<file path="config.mk">
export PLATFORM = sky130hd
export DESIGN_NAME = clk_en_gen
export DESIGN_NICKNAME = d
export VERILOG_FILES = /design/src/rtl/clk_en_pkg.sv /design/src/rtl/mod_cnt.sv /design/src/rtl/clk_en_gen.sv
export SDC_FILE = /design/constraint.sdc
export NUM_CORES = 1
export LEC_CHECK = 0
export ABC_CLOCK_PERIOD_IN_PS = 2000
export CAP_MARGIN = 25
export CELL_PAD_IN_SITES_DETAIL_PLACEMENT = 1
export CELL_PAD_IN_SITES_GLOBAL_PLACEMENT = 1
export CORE_ASPECT_RATIO = 1.4
export CORE_UTILIZATION = 38
export CTS_BUF_LIST = sky130_fd_sc_hd__clkbuf_4 sky130_fd_sc_hd__clkbuf_8
export CTS_CLUSTER_SIZE = 20
export DETAILED_ROUTE_END_ITERATION = 6
export PLACE_DENSITY = 0.76
export SYNTH_ARGS = -nofsm -noshare
export SYNTH_HDL_FRONTEND = slang
export SYNTH_SLANG_ARGS = --single-unit
export TNS_END_PERCENT = 10
</file>
<file path="constraint.sdc">
create_clock -name clk -period 2 [get_ports clk]
set_clock_uncertainty 0.1 [all_clocks]
set_input_delay 0.4 -clock clk [delete_from_list [all_inputs] [get_ports clk]]
set_output_delay 0.4 -clock clk [all_outputs]
set_load 0.005 [all_outputs]
</file>
<file path="src/rtl/clk_en_pkg.sv">
`default_nettype none
// ============================================================================
//  Module      : clk_en_pkg
//  Description : Shared helpers for the clock/enable generator. Holds a
//                ceiling-log2 function, the index-width rule used for the
//                debug counters, and the ratio defaults of the reference
//                board (50 MHz in, 25 MHz sys_clk, 4x sample, 4x symbol).
//  Revision    : 1.0 - initial release
// ============================================================================
package clk_en_pkg;

    // Reference board configuration
    localparam int c_DEF_SYS_DIV   = 2;
    localparam int c_DEF_SAM_RATIO = 4;
    localparam int c_DEF_SYM_RATIO = 4;
    localparam int c_DEF_PH_W      = 4;

    // Ceiling log2; clog2(1) = 0
    function automatic int clog2(input int n);
        int r;
        r = 0;
        for (int i = 0; i < 31; i++) begin
            if ((1 << i) < n) begin
                r = i + 1;
            end
        end
        return r;
    endfunction

    // Width of a counter holding 0..n-1. A ratio of 1 still needs one bit
    // so that the port exists; the counter then simply stays at 0.
    function automatic int idx_w(input int n);
        return (n <= 2) ? 1 : clog2(n);
    endfunction

endpackage
`default_nettype wire

</file>
<file path="src/rtl/mod_cnt.sv">
`default_nettype none
// ============================================================================
//  Module      : mod_cnt
//  Description : Modulo-N up-counter with enable and restart.
//                clr restarts the count from 0 in the same cycle: if en is
//                also high the counter steps from 0 (lands on 1), otherwise
//                it loads 0. wrap flags that this step goes N-1 -> 0.
//  Ports       : clk   - clock
//                reset - synchronous active-low reset
//                en    - advance one step
//                clr   - treat the current value as 0 for this cycle
//                cnt   - current count
//                wrap  - this enabled step wraps to 0
//  Revision    : 1.0 - initial release
// ============================================================================
module mod_cnt #(
    parameter int N = 4,
    parameter int W = 2
) (
    input  logic         clk,
    input  logic         reset,
    input  logic         en,
    input  logic         clr,
    output logic [W-1:0] cnt,
    output logic         wrap
);

    localparam logic [W-1:0] c_LAST = W'(N - 1);

    logic [W-1:0] r_cnt;
    logic [W-1:0] w_base;

    assign w_base = clr ? '0 : r_cnt;
    assign wrap   = en & (w_base == c_LAST);
    assign cnt    = r_cnt;

    always_ff @(posedge clk) begin
        if (!reset) begin
            r_cnt <= '0;
        end else if (en) begin
            r_cnt <= wrap ? '0 : (w_base + W'(1));
        end else if (clr) begin
            r_cnt <= '0;
        end
    end

endmodule
`default_nettype wire

</file>
<file path="src/rtl/clk_en_gen.sv">
`default_nettype none
// ============================================================================
//  Module      : clk_en_gen
//  Description : Parametrised clock/enable generator. Divides clk into a
//                50 % duty sys_clk and produces sample, half-rate and symbol
//                enables, each one sys_clk period wide and centred on a
//                sys_clk rising edge. Supports run/hold and realignment of
//                the sample/symbol counters without disturbing sys_clk.
//  Ports       : clk         - board clock (only clock)
//                reset       - synchronous active-low reset
//                run         - 1 = counters advance, 0 = hold (enables low)
//                resync      - one-clk pulse, realign sample/symbol counters
//                sym_phase   - sample index in a symbol where sym_clk_en fires
//                sys_clk     - divided clock
//                sys_clk2_en - every second sys_clk period
//                sam_clk_en  - one sys_clk period per sample
//                sym_clk_en  - one sys_clk period per symbol
//                sam_idx     - sys_clk index within the sample (debug)
//                sym_idx     - sample index within the symbol (debug)
//  Revision    : 1.0 - initial release
// ============================================================================
module clk_en_gen
    import clk_en_pkg::*;
#(
    parameter int SYS_DIV   = c_DEF_SYS_DIV,
    parameter int SAM_RATIO = c_DEF_SAM_RATIO,
    parameter int SYM_RATIO = c_DEF_SYM_RATIO,
    parameter int PH_W      = c_DEF_PH_W
) (
    input  logic                           clk,
    input  logic                           reset,
    input  logic                           run,
    input  logic                           resync,
    input  logic [PH_W-1:0]                sym_phase,
    output logic                           sys_clk,
    output logic                           sys_clk2_en,
    output logic                           sam_clk_en,
    output logic                           sym_clk_en,
    output logic [idx_w(SAM_RATIO)-1:0]    sam_idx,
    output logic [idx_w(SYM_RATIO)-1:0]    sym_idx
);

    localparam int c_DIV_W = idx_w(SYS_DIV);
    localparam int c_SAM_W = idx_w(SAM_RATIO);
    localparam int c_SYM_W = idx_w(SYM_RATIO);

    localparam logic [c_DIV_W-1:0] c_DIV_LAST = c_DIV_W'(SYS_DIV - 1);
    localparam logic [c_DIV_W-1:0] c_DIV_MID  = c_DIV_W'(SYS_DIV / 2 - 1);

    logic [c_DIV_W-1:0] r_div_cnt;
    logic               r_sys_clk;
    logic               r_half;
    logic               r_pending;
    logic [PH_W-1:0]    r_phase_q;
    logic               r_sys_clk2_en;
    logic               r_sam_en;
    logic               r_sym_en;

    logic               w_strobe;
    logic               w_realign;
    logic [PH_W-1:0]    w_phase_eff;
    logic               w_sam_zero;
    logic               w_sym_match;
    logic               w_half_eff;
    logic               w_cnt_en;
    logic               w_cnt_clr;
    logic               w_sam_wrap;
    logic               w_sym_wrap_unused;

    // Strobe sits on the sys_clk falling edge, so everything driven from it
    // is stable around the following sys_clk rising edge.
    assign w_strobe = (r_div_cnt == c_DIV_MID);

    // A resync arriving on the strobe cycle itself acts immediately rather
    // than waiting a whole extra sys_clk period.
    assign w_realign   = r_pending | resync;
    assign w_phase_eff = resync ? sym_phase : r_phase_q;

    // During a realign the enables are evaluated as if both indices were 0
    // and half were 1.
    assign w_sam_zero  = w_realign | (sam_idx == '0);
    assign w_sym_match = w_realign ? (w_phase_eff == '0)
                                   : (32'(sym_idx) == 32'(w_phase_eff));
    assign w_half_eff  = w_realign | r_half;

    // Counters also step on a held realign so they land on their
    // post-realign values.
    assign w_cnt_en  = w_strobe & (run | w_realign);
    assign w_cnt_clr = w_strobe & w_realign;

    mod_cnt #(
        .N (SAM_RATIO),
        .W (c_SAM_W)
    ) u_sam_cnt (
        .clk   (clk),
        .reset (reset),
        .en    (w_cnt_en),
        .clr   (w_cnt_clr),
        .cnt   (sam_idx),
        .wrap  (w_sam_wrap)
    );

    mod_cnt #(
        .N (SYM_RATIO),
        .W (c_SYM_W)
    ) u_sym_cnt (
        .clk   (clk),
        .reset (reset),
        .en    (w_sam_wrap),
        .clr   (w_cnt_clr),
        .cnt   (sym_idx),
        .wrap  (w_sym_wrap_unused)
    );

    // Divider and sys_clk: free-running, untouched by run/resync
    always_ff @(posedge clk) begin
        if (!reset) begin
            r_div_cnt <= '0;
            r_sys_clk <= 1'b0;
        end else begin
            r_div_cnt <= (r_div_cnt == c_DIV_LAST) ? '0 : (r_div_cnt + c_DIV_W'(1));
            if (r_div_cnt == c_DIV_LAST) begin
                r_sys_clk <= 1'b1;
            end else if (r_div_cnt == c_DIV_MID) begin
                r_sys_clk <= 1'b0;
            end
        end
    end

    // Enables, half-rate toggle, resync bookkeeping
    always_ff @(posedge clk) begin
        if (!reset) begin
            r_half        <= 1'b1;
            r_pending     <= 1'b0;
            r_phase_q     <= sym_phase;
            r_sys_clk2_en <= 1'b0;
            r_sam_en      <= 1'b0;
            r_sym_en      <= 1'b0;
        end else begin
            if (resync) begin
                r_phase_q <= sym_phase;
            end

            if (w_strobe) begin
                r_pending <= 1'b0;
            end else if (resync) begin
                r_pending <= 1'b1;
            end

            if (w_strobe) begin
                if (run) begin
                    r_sam_en      <= w_sam_zero;
                    r_sys_clk2_en <= w_half_eff;
                    r_sym_en      <= w_sam_zero & w_sym_match;
                end else begin
                    r_sam_en      <= 1'b0;
                    r_sys_clk2_en <= 1'b0;
                    r_sym_en      <= 1'b0;
                end
                if (run | w_realign) begin
                    r_half <= ~w_half_eff;
                end
            end
        end
    end

    assign sys_clk     = r_sys_clk;
    assign sys_clk2_en = r_sys_clk2_en;
    assign sam_clk_en  = r_sam_en;
    assign sym_clk_en  = r_sym_en;

endmodule
`default_nettype wire

</file>
==> metrics.cfg <==
[detailed_routing]
remaining_drc_errors=0
drt_iter0_drc=1
post_drt_via_cell_ratio=5.12
wl_met1_um=710
met2_length_um=871
wl_per_cell_um=13.8
wirelength_um=1650
met3_length_um=53
vias=614
drtPass1Iterations=3
routed.top_layer=met4
postRouteAntennaNets=0

[final_layout]
mostFrequentLayoutCells=15 x dfxtp_1, 14 x clkdlybuf4s50_1, 10 x buf_4
syn2layout_area_growth_pct=38.4
fillers=209
diodes=0
multiInputGateArea_um2=389
nNetsFinal=111
drive_gt1_share_pct=22.0
mostFrequentLayoutCell=dfxtp_1
regArea_um2=300
fin_util_pct=55.7

[die]
die_h_um=52.7
die-area_mm2=0.00202
io_pins=16
fp.dieW_um=38.2
core_mm2=0.00173
initial_core_util_pct=40.3
rows=18

[sta]
finalCritPeriodShare_pct=92.2
worstMarginPinSlew_ns=0.347
drv_slew=0
finalCriticalPeriod_ns=1.84
fmax_mhz=542
hold_violations=0
setup_tns_ns=0
final-setup-viol-count=0
maxSlewHeadroom_pct=76.7
rsz0062_at_grt=no

[power_and_ir_drop]
power.density_mw_per_mm2=642
peakVddDrop_v=0.000397
p_total_mw=0.620
p_leak_nw=0.398

[clock_network]
cts_made_buffers=3
postCtsSetupBuffers=0
cts_buffer_depth=2
clock_latency_ns=0.29
htree_levels=1
clkSinkCount=15
cts_tree=done
cts-root-buf=clkbuf_4
clkSlewWorstSetupHoldPaths_ns=0.10

[critical_path]
path_buf_inv=1
ff2ff_setup_slack_ns=0.16
path_cells=nor2_1 -> buf_4 -> o21a_1 -> ha_1 -> nor2b_2 -> o21ai_2 -> mux2_4 -> and2_1
cpPeakStageDelay_ns=0.38
cp_data_arrival_time_ns=1.94
critical_path_class=reg2reg
timing.rr.end=u_sym_cnt.cnt[1]
start_kind=register
critical_path_depth=8
cp_top_family=flip-flops
crit_path_max_fanout=5
reg2reg_from=r_pending
cp_slowest_cell=dfxtp_1
required_ns=2.09
r2r_cells=8
crit_path_end_kind=register

[yosys]
yosys_warnings=0
syn_area_um2=698
ys_ff_latch=15
syn_nets=84
synth.avg_cell_area_um2=9.43
synth_cells=74
synth_cell_types=27
yosysSeqAreaShare_pct=43.0

[global_route]
antenna_found_initial=0
grt_pass1_vias=648
grt.total_usage_pct=19.8
grt_max_degree=11
grt_overflow=0
grt_pass1_wl_um=2770

[min_path]
min_to=sym_clk_en
hold_class=reg2reg
hold_depth=2
holdCritStartpoint=sym_clk_en

[placement]
hpwl_um=1270
place_congestion=0.811
io_buffers=15

[flow_run]
drv_cap=0

[status]
status=finished, final reports clean

state kept, by name, indices dropped and copies added, names as in the netlist:
| name | flops |
|---|---|
| r_half | 1 |
| r_pending | 1 |
| sys_clk | 1 |
| r_phase_q | 4 |
| sym_clk_en | 1 |
| u_sam_cnt.cnt | 2 |
| u_sym_cnt.cnt | 2 |
| r_div_cnt | 1 |
| sam_clk_en | 1 |
| sys_clk2_en | 1 |
Yosys cell counts, drive strengths merged:
cell type / number / share of area, %
dfxtp: 15 / 43
o21ai: 7 / 5.6
nor2b: 6 / 5.4
mux2: 5 / 8.1
nor2: 5 / 2.7
o21a: 4 / 4.3
a21boi: 3 / 3.2
and2: 3 / 2.7
nand2: 3 / 1.6
nand3: 3 / 2.1
nor3: 3 / 2.9
a21oi: 2 / 1.4
clkbuf: 2 / 1.1
ha: 2 / 3.6
xor2: 2 / 2.5
a211oi: 1 / 1.1
a22oi: 1 / 1.1
buf: 1 / 1.1
nand2b: 1 / 0.90
nand3b: 1 / 1.1
nor4b: 1 / 1.3
o211a: 1 / 1.4
o31ai: 1 / 1.1
or2: 1 / 0.90
power by group:
part	switching [mW]	total, mW	internal [mW]	leakage (nW)
Clock	0.105	0.179	0.0742	0.0177
Combinational	0.0440	0.108	0.0638	0.256
Sequential	0.0150	0.333	0.318	0.124
Total	0.164	0.620	0.456	0.398
area by class of cell:
class	count	share of cell area, %
Timing Repair Buffer	25	23.2
Sequential cell	15	31.1
Clock buffer	3	2.33
Clock inverter	1	0.518
Tap cell	20	2.59
Multi-Input combinational cell	56	40.3
logic make-up after synthesis:
kind of cell,count (synthesis),share of synthesized area (%)
AOI/OAI and AO/OA,20,19.2
xor gates and xnor gates,2,2.51
adders and majority gates,2,3.58
buffers and inverters,3,2.15
DFF,15,43.0
muxes,5,8.06
and+or+nand+nor,27,21.5
tightest hold or removal path: stages (launching register included):
cell     delay (ns)
dfxtp_1        0.32
nand2_1        0.05
o31ai_1        0.05
per-layer routing:
layer / GRT usage [%] / vias up
li1: - / 312
met1: 22.1 / 291
met2: 34.5 / 9
met3: 2.55 / 2
met4: 10.7 / 0
met5: 0 / -
worst max path at each step:
stage | from | end | slack (ns)
after global placement | resync | u_sym_cnt.cnt[1] | -0.30
final | r_pending | u_sym_cnt.cnt[1] | 0.16
after global routing | r_pending | u_sym_cnt.cnt[1] | 0.07
after floorplan | r_div_cnt | u_sym_cnt.cnt[1] | 0.19
after detailed placement | resync | u_sym_cnt.cnt[1] | -0.36
after CTS | r_pending | u_sym_cnt.cnt[1] | 0.15
per-stage QoR:
| stage | cells | area, um2 | setup WS, ns | hold WS [ns] |
|---|---|---|---|---|
| global placement | 116 | 933 | -0.305 | 0.357 |
| detailed placement | 116 | 933 | -0.364 | 0.364 |
| finish | 120 | 966 | 0.156 | 0.369 |
| global route | 120 | 966 | 0.0721 | 0.401 |
| CTS | 120 | 966 | 0.146 | 0.382 |
| floorplan | 74 | 698 | 0.187 | 0.347 |
timing repair:
item / in CTS / in global routing
resized for setup: 3 / 0
hold buffers: 0 / 0
endpoints found under the setup margin: 1 / 0
Power figures use the tool's default switching activity.
